===== src/rtl/pen_hit_detector_pkg.sv =====
// Shared definitions for the light-pen hit detector: FSM state encoding,
// default slot timing and a small sizing helper.
package pen_hit_detector_pkg;

    typedef enum logic [1:0] {
        PH_IDLE   = 2'd0,
        PH_SETTLE = 2'd1,
        PH_SAMPLE = 2'd2,
        PH_DECIDE = 2'd3
    } ph_state_t;

    localparam int PH_SETTLE_CYC_DEF = 8;
    localparam int PH_WINDOW_CYC_DEF = 16;
    localparam int PH_THRESH_DEF     = 12;
    localparam int PH_LOCK_SLOTS_DEF = 64;

    function automatic int ph_max(input int a, input int b);
        return (a > b) ? a : b;
    endfunction

endpackage


===== src/rtl/pen_hit_detector_onehot8_enc.sv =====
// 8-bit one-hot to 3-bit binary encoder with a flag that is high only when
// exactly one input bit is set.
module onehot8_enc (
    input  logic [7:0] onehot,
    output logic [2:0] idx,
    output logic       valid
);

    // Encode the highest set bit and flag whether the input is truly one-hot
    always_comb begin
        idx   = 3'd0;
        valid = $onehot(onehot);
        for (int i = 0; i < 8; i++) begin
            if (onehot[i]) begin
                idx = 3'(i);
            end
        end
    end

endmodule


===== src/rtl/pen_hit_detector.sv =====
// Light-pen hit detector: synchronises the photodiode, samples it in a
// window after the LED has settled, majority-votes the window and pulses
// the LED RAM write strobe while the hit slot's address is still current.
// Repeat hits on the same pixel are suppressed for a number of slots.
module pen_hit_detector
    import pen_hit_detector_pkg::*;
#(
    parameter int SETTLE_CYC = PH_SETTLE_CYC_DEF,
    parameter int WINDOW_CYC = PH_WINDOW_CYC_DEF,
    parameter int THRESH     = PH_THRESH_DEF,
    parameter int LOCK_SLOTS = PH_LOCK_SLOTS_DEF
) (
    input  logic       clk,
    input  logic       rst,
    input  logic       pen_raw,
    input  logic       pen_en,
    input  logic       slot_start,
    input  logic [7:0] scan_row,
    input  logic [7:0] scan_col,
    output logic       we,
    output logic [2:0] hit_row,
    output logic [2:0] hit_col,
    output logic       busy
);

    localparam int ONES_W = $clog2(WINDOW_CYC + 1);
    localparam int CNT_W  = $clog2(ph_max(SETTLE_CYC, WINDOW_CYC) + 1);
    localparam int LOCK_W = $clog2(LOCK_SLOTS + 1);

    ph_state_t         state;
    logic              pen_meta;
    logic              pen_s;
    logic [CNT_W-1:0]  cnt;
    logic [ONES_W-1:0] ones;
    logic [ONES_W-1:0] ones_final;
    logic [LOCK_W-1:0] lock_cnt;
    logic [2:0]        slot_row;
    logic [2:0]        slot_col;
    logic [2:0]        enc_row;
    logic [2:0]        enc_col;
    logic              row_valid;
    logic              col_valid;
    logic              start_ok;
    logic              suppress;
    logic              last_sample;
    logic              hit_now;

    onehot8_enc u_row_enc (
        .onehot (scan_row),
        .idx    (enc_row),
        .valid  (row_valid)
    );

    onehot8_enc u_col_enc (
        .onehot (scan_col),
        .idx    (enc_col),
        .valid  (col_valid)
    );

    // The decision is taken on the last SAMPLE edge so the strobe is already
    // registered high for the whole DECIDE cycle.
    assign start_ok    = pen_en & row_valid & col_valid;
    assign ones_final  = ones + ONES_W'(pen_s);
    assign suppress    = (lock_cnt != '0) && (slot_row == hit_row) && (slot_col == hit_col);
    assign last_sample = (state == PH_SAMPLE) && (cnt == CNT_W'(WINDOW_CYC - 1));
    assign hit_now     = last_sample && !slot_start && (ones_final >= ONES_W'(THRESH))
                         && pen_en && !suppress;

    // Two-flop synchroniser for the asynchronous comparator output
    always_ff @(posedge clk or posedge rst) begin
        if (rst) begin
            pen_meta <= 1'b0;
            pen_s    <= 1'b0;
        end else begin
            pen_meta <= pen_raw;
            pen_s    <= pen_meta;
        end
    end

    // Repeat-hit lockout: load on a hit, otherwise count down once per slot
    always_ff @(posedge clk or posedge rst) begin
        if (rst) begin
            lock_cnt <= '0;
        end else if (hit_now) begin
            lock_cnt <= LOCK_W'(LOCK_SLOTS);
        end else if (slot_start && lock_cnt != '0) begin
            lock_cnt <= lock_cnt - LOCK_W'(1);
        end
    end

    // Slot FSM with settle/sample counting and registered strobe/coordinates
    always_ff @(posedge clk or posedge rst) begin
        if (rst) begin
            state    <= PH_IDLE;
            cnt      <= '0;
            ones     <= '0;
            slot_row <= 3'd0;
            slot_col <= 3'd0;
            we       <= 1'b0;
            hit_row  <= 3'd0;
            hit_col  <= 3'd0;
            busy     <= 1'b0;
        end else begin
            we <= 1'b0;
            if (slot_start) begin
                slot_row <= enc_row;
                slot_col <= enc_col;
            end
            if (slot_start && state != PH_DECIDE) begin
                cnt  <= '0;
                ones <= '0;
                if (start_ok) begin
                    state <= PH_SETTLE;
                    busy  <= 1'b1;
                end else begin
                    state <= PH_IDLE;
                    busy  <= 1'b0;
                end
            end else begin
                case (state)
                    PH_IDLE: begin
                        busy <= 1'b0;
                    end
                    PH_SETTLE: begin
                        if (cnt == CNT_W'(SETTLE_CYC - 1)) begin
                            state <= PH_SAMPLE;
                            cnt   <= '0;
                            ones  <= '0;
                        end else begin
                            cnt <= cnt + CNT_W'(1);
                        end
                    end
                    PH_SAMPLE: begin
                        ones <= ones_final;
                        if (last_sample) begin
                            state <= PH_DECIDE;
                            cnt   <= '0;
                            we    <= hit_now;
                            if (hit_now) begin
                                hit_row <= slot_row;
                                hit_col <= slot_col;
                            end
                        end else begin
                            cnt <= cnt + CNT_W'(1);
                        end
                    end
                    PH_DECIDE: begin
                        cnt  <= '0;
                        ones <= '0;
                        if (slot_start && start_ok) begin
                            state <= PH_SETTLE;
                            busy  <= 1'b1;
                        end else begin
                            state <= PH_IDLE;
                            busy  <= 1'b0;
                        end
                    end
                    default: begin
                        state <= PH_IDLE;
                        busy  <= 1'b0;
                    end
                endcase
            end
        end
    end

endmodule

===== config.mk =====
export PLATFORM = sky130hd
export DESIGN_NAME = pen_hit_detector
export DESIGN_NICKNAME = d
export VERILOG_FILES = /design/src/rtl/pen_hit_detector_pkg.sv /design/src/rtl/pen_hit_detector_onehot8_enc.sv /design/src/rtl/pen_hit_detector.sv
export SDC_FILE = /design/constraint.sdc
export NUM_CORES = 1
export LEC_CHECK = 0
export BUFFER_PORTS_ARGS = -buffer_cell sky130_fd_sc_hd__buf_2
export CORE_ASPECT_RATIO = 1.25
export CORE_MARGIN = 3
export CORE_UTILIZATION = 35
export DETAILED_ROUTE_END_ITERATION = 12
export PLACE_DENSITY = 0.55
export SYNTH_ARGS = -nofsm -noshare
export SYNTH_HDL_FRONTEND = slang
export SYNTH_SLANG_ARGS = --single-unit

===== constraint.sdc =====
create_clock -name clk -period 2.75 [get_ports clk]
set_clock_uncertainty 0.05 [all_clocks]
set_input_delay 0 -clock clk [delete_from_list [all_inputs] [get_ports clk]]
set_output_delay 0 -clock clk [all_outputs]
set_load 0.01 [all_outputs]

# Word-level counts from Yosys, hierarchy flattened
# Cells that the tools add are included.
# totals
reg_bits	35
input_bits	21
output_inout_bits	8
word_cells	101
# classes
addsub	17
magnitude_cmp	1
eq_ne	12
mux	36
n_bitwise	3
reduce_logical	20
# op_table
op	count
$pmux W5 S3	2
$mux W5	5
$add A4 B4 Y4	6
$mux W3	8
$add A1 B1 Y2	8
$mux W2	7
$mux W7	2
$logic_and A1 B1 Y1	10
$mux W1	10
$eq A4 B1 Y1 const B	2
$reduce_bool A7 Y1	1
$sub A7 B1 Y7 const B	1
$eq A3 B3 Y1	2
$pmux W2 S3	1
$add A5 B1 Y5	1
$add A5 B1 Y5 const B	1
$eq A5 B3 Y1 const B	1
$eq A5 B4 Y1 const B	1
$ge A5 B4 Y1 const B	1
$eq A2 B2 Y1 const B	2
$reduce_and A4 Y1	1
$reduce_bool A4 Y1	1
$ne A3 B2 Y1 const B	1
$ne A3 B3 Y1 const B	1
11 further kinds	13

# Depth between registers and ports, before layout
# logic_depth
ltp_word	10
mapped_depth	13
mapped_depth_nobuf	13

# By module
# Synthesis repeated with hierarchy kept, for this count alone.
# unflattened
cells_unflattened	213
area_unflattened_um2	2159.6
# modules_own_cells
module	instances	cells_each	area_each_um2
pen_hit_detector	1	151	1689.1
onehot8_enc	2	31	235.2

# Least setup slack after synthesis
# OpenSTA, ideal clock, no wires.
# synth_path
path_kind	in2reg
startpoint	input port scan_col[0]
endpoint	register state[0]
arrival_ps	2361
t_required_ps	2617
setup_slack_ps	256
cell_stages	10
path_buffers	0
path_cell_list	ha_1 fa_1 fa_1 ha_1 inv_1 fa_1 nand4b_1 nor3b_1 nand4_1 o21ai_0
# synth_between
elab_chain_len	9
# synth_rtl
item	line	text
start, declared	pen_hit_detector.sv:19	input logic [7:0] scan_col,
$add A1 B1 Y2 (not written as such) (*)	pen_hit_detector_onehot8_enc.sv:12	valid = $onehot(onehot);
$add A4 B4 Y4 (not written as such) (*) (2 in series)	pen_hit_detector_onehot8_enc.sv:12	
$eq A4 B1 Y1 (*)	pen_hit_detector_onehot8_enc.sv:12	
$and A1 B1 Y1 (*)	pen_hit_detector.sv:62	assign start_ok = pen_en & row_valid & col_valid;
$logic_and A1 B1 Y1	pen_hit_detector.sv:150	if (slot_start && start_ok) begin
$mux W1	pen_hit_detector.sv:150	
$pmux W2 S3	pen_hit_detector.sv:120	case (state)
$mux W2 (*)	pen_hit_detector.sv:109	if (slot_start && state != PH_DECIDE) begin
end signal, assigned	pen_hit_detector.sv:113	state <= PH_SETTLE;
end signal, assigned	pen_hit_detector.sv:151	state <= PH_SETTLE;
end signal, assigned	pen_hit_detector.sv:154	state <= PH_IDLE;
end, declared	pen_hit_detector.sv:30	ph_state_t state;
# Every way passes the cells marked *; elsewhere a longest branch is shown, timed or not.
# A chain may end at the register's enable or synchronous reset.

# Final worst setup path
# Same ends and word-level chain as after synthesis.

==> insert_results.sql <==
INSERT INTO impl_metrics (metric_group, metric, value, unit) VALUES
('global_routing', 'grt_start_max_net_pins', '36', ''),
('routing', 'routed_len_inst', '12.0', 'um'),
('clock_tree', 'cts_num_sinks', '35', ''),
('die', 'die_height', '95.0', 'um'),
('setup_path', 'timing.critical_path.fanout_max', '2', ''),
('global_routing', 'first_pass_grt_wire_length', '7250', 'um'),
('timing', 'timing.final.crit_period', '2.40', 'ns'),
('routing', 'dr.pass1.iters', '4', ''),
('setup_path', 'cp-end-kind', 'flop', ''),
('yosys', 'yosys_most_used_dff', 'sky130_fd_sc_hd__dfrtp_1', ''),
('die', 'initial_utilization', '0.371', ''),
('outcome', 'outcome', 'finished, final reports clean', ''),
('yosys', 'synth.lib_cells_used.distinct', '38', ''),
('hold_path', 'min_path_cells', '3', ''),
('setup_path', 'reg2reg_depth', '7', ''),
('clock_tree', 'post_cts.resized_instances', '0', ''),
('power', 'max-vdd-ir-drop', '0.183', 'mV'),
('clock_tree', 'total_cts_buffers', '5', ''),
('placed_design', 'placement.setup.worst_slack', '0.0405', 'ns'),
('cells_and_area', 'finish.net_count', '316', ''),
('die', 'num_io_pins', '29', ''),
('yosys', 'synthesis.yosys.warnings', '0', ''),
('setup_path', 'regToRegStartpoint', 'ones[0]$_DFFE_PP0P_', ''),
('yosys', 'avgSynthCellArea', '9.90', 'um2'),
('clock_tree', 'cts_hold_repair.buffers', '8', ''),
('routing', 'totalWireLength', '4190', 'um'),
('global_routing', 'grt_antenna_before_repair', '0', ''),
('global_routing', 'globalRouteOverflowTotal', '0', ''),
('timing', 'setup_slack', '0.349', 'ns'),
('die', 'count_of_standard_cell_rows', '31', ''),
('die', 'design.core.area', '5970', 'um2'),
('setup_path', 'critical_path_arrival', '2.57', 'ns'),
('routing', 'route.vias.total', '1683', ''),
('routing', 'antenna_left', '0', ''),
('placed_design', 'place.gp.congestion', '0.743', ''),
('clock_tree', 'clock_tree.htree_level_count', '2', ''),
('power', 'cellPowerDensity', '508', 'nW/um2'),
('clock_tree', 'clockRootBuffer', 'sky130_fd_sc_hd__clkbuf_8', ''),
('clock_tree', 'insertion_delay', '0.29', 'ns'),
('cells_and_area', 'post_route_cells_drive_above_1_share', '0.169', ''),
('flow_run', 'max_cap_viol_count', '0', ''),
('timing', 'timing.final.max_slew_violations', '0', ''),
('setup_path', 'worst_r2r_endpoint', 'hit_row[1]$_DFFE_PP0P_', ''),
('hold_path', 'worstHoldEndpoint', 'slot_col[1]$_DFFE_PP0P_', ''),
('global_routing', 'groute.usage.overall', '0.123', ''),
('cells_and_area', 'final_cell_mix', 'sky130_fd_sc_hd__dfrtp_1 (35), sky130_fd_sc_hd__inv_1 (33), sky130_fd_sc_hd__buf_2 (28), sky130_fd_sc_hd__nor2_1 (21), sky130_fd_sc_hd__ha_1 (21)', ''),
('die', 'die_area', '7330', 'um2'),
('placed_design', 'dp_hpwl', '3140', 'um'),
('clock_tree', 'post_cts_buffers', '0', ''),
('yosys', 'ys_seq_area_frac', '0.395', ''),
('timing', 'finalHoldViolations', '0', ''),
('yosys', 'synthesized_instance_count', '224', ''),
('timing', 'slew_headroom', '0.623', ''),
('cells_and_area', 'num_antenna_cells', '0', ''),
('timing', 'worstMarginPinSlew', '0.561', 'ns'),
('global_routing', 'first_global_vias', '1650', ''),
('routing', 'viasPerCell', '4.82', ''),
('cells_and_area', 'area_growth_syn_to_layout', '18.3', '%'),
('cells_and_area', 'final_common_cell', 'sky130_fd_sc_hd__dfrtp_1', ''),
('routing', 'initialDrtViolationCount', '75', ''),
('timing', 'timing.setup.tns', '0', 'ns'),
('timing', 'setup_repair_after_global_routing_missed_its_margin', 'false', ''),
('yosys', 'syn_area', '2220', 'um2'),
('setup_path', 'worstPathRequired', '2.91', 'ns'),
('clock_tree', 'path_clk_slew', '0.07', 'ns'),
('routing', 'drc_errors', '0', ''),
('setup_path', 'register_to_register_path_setup_slack', '0.50', 'ns'),
('power', 'power', '1.33', 'mW'),
('hold_path', 'hold_path.startpoint', 'scan_col[6]', ''),
('yosys', 'postSynth.asyncResetShare', '1.00', ''),
('die', 'dieWidth', '77.2', 'um');
==> through the flow <==
step,cell area (um2),util,instances,hold WS (ns)
floorplan,2220,-,224,-0.0186
global placement,2460,0.412,333,0.0615
detailed placement,2460,0.412,333,0.0663
CTS,2620,0.439,349,0.00482
global route,2620,0.439,349,0.0322
finish,2620,0.439,349,0.00797
==> report_power, final <==
part | total, mW | leakage (nW) | internal (mW) | switching, mW
Clock | 0.365 | 0.0477 | 0.173 | 0.192
Combinational | 0.313 | 0.791 | 0.151 | 0.162
Sequential | 0.653 | 0.442 | 0.578 | 0.0751
==> per-layer routing <==
| metal | track usage | wire length [um] |
|---|---|---|
| met4 | 0.0697 | 123 |
| met5 | 0 | 0 |
| met1 | 0.148 | 1860 |
| met2 | 0.211 | 2070 |
| met3 | 0.0191 | 133 |
==> cells by family after synthesis <==
| family | after synthesis | synth area share |
|---|---|---|
| buf+inv | 37 | 0.0666 |
| fa+ha+maj | 29 | 0.191 |
| flops | 35 | 0.395 |
| xor+xnor | 11 | 0.0435 |
| mux | 6 | 0.0305 |
| simple gates | 63 | 0.147 |
| compound gates | 43 | 0.126 |
==> cells in the mapped netlist, types with 4 or more instances <==
library cell	n	area, um2
sky130_fd_sc_hd__fa_1	8	160
sky130_fd_sc_hd__inv_1	33	124
sky130_fd_sc_hd__a21oi_1	9	45.0
sky130_fd_sc_hd__o21ai_0	14	70.1
sky130_fd_sc_hd__nor2b_1	5	31.3
sky130_fd_sc_hd__mux2_1	4	45.0
sky130_fd_sc_hd__xor2_1	4	35.0
sky130_fd_sc_hd__nor2_1	21	78.8
sky130_fd_sc_hd__nor3_1	5	25.0
sky130_fd_sc_hd__dfrtp_1	35	876
sky130_fd_sc_hd__a31oi_1	8	50.1
sky130_fd_sc_hd__nand2_1	11	41.3
sky130_fd_sc_hd__xnor2_1	7	61.3
sky130_fd_sc_hd__ha_1	21	263
sky130_fd_sc_hd__nand4_1	4	25.0
==> worst max path at each step <==
stage                                 to  slack [ns]  cells past startpoint
finish              state[0]$_DFFE_PP0P_        0.35                     11
global route        state[0]$_DFFE_PP0P_        0.18                     11
CTS                 state[0]$_DFFE_PP0P_        0.33                     11
detailed placement  state[0]$_DFFE_PP0P_        0.04                     11
global placement    state[0]$_DFFE_PP0P_        0.11                     11
floorplan           state[0]$_DFFE_PP0P_        0.26                     10
==> cell type report <==
class                           instances  area (um2)
Inverter                               33         124
Sequential cell                        35         876
Tap cell                               82         103
Multi-Input combinational cell        152        1190
Timing Repair Buffer                   39         243
Clock buffer                            5        68.8
Fill cell                             600        3350
Clock inverter                          3        15.0
==> sequential cells by signal (all words and copies together), names as in the netlist, 2 cells and up <==
| signal | count |
|---|---|
| slot_col | 3 |
| ones | 5 |
| state | 2 |
| lock_cnt | 7 |
| hit_col | 3 |
| slot_row | 3 |
| hit_row | 3 |
| cnt | 5 |
==> critical path: stages <==
cell                       delay (ns)
sky130_fd_sc_hd__buf_2           0.10
sky130_fd_sc_hd__ha_1            0.20
sky130_fd_sc_hd__fa_1            0.50
sky130_fd_sc_hd__fa_1            0.55
sky130_fd_sc_hd__ha_1            0.14
sky130_fd_sc_hd__inv_1           0.04
sky130_fd_sc_hd__fa_1            0.47
sky130_fd_sc_hd__nand4b_1        0.11
sky130_fd_sc_hd__nor3b_1         0.21
sky130_fd_sc_hd__nand4_1         0.14
sky130_fd_sc_hd__o21ai_0         0.11
Power figures use the tool's default switching activity.
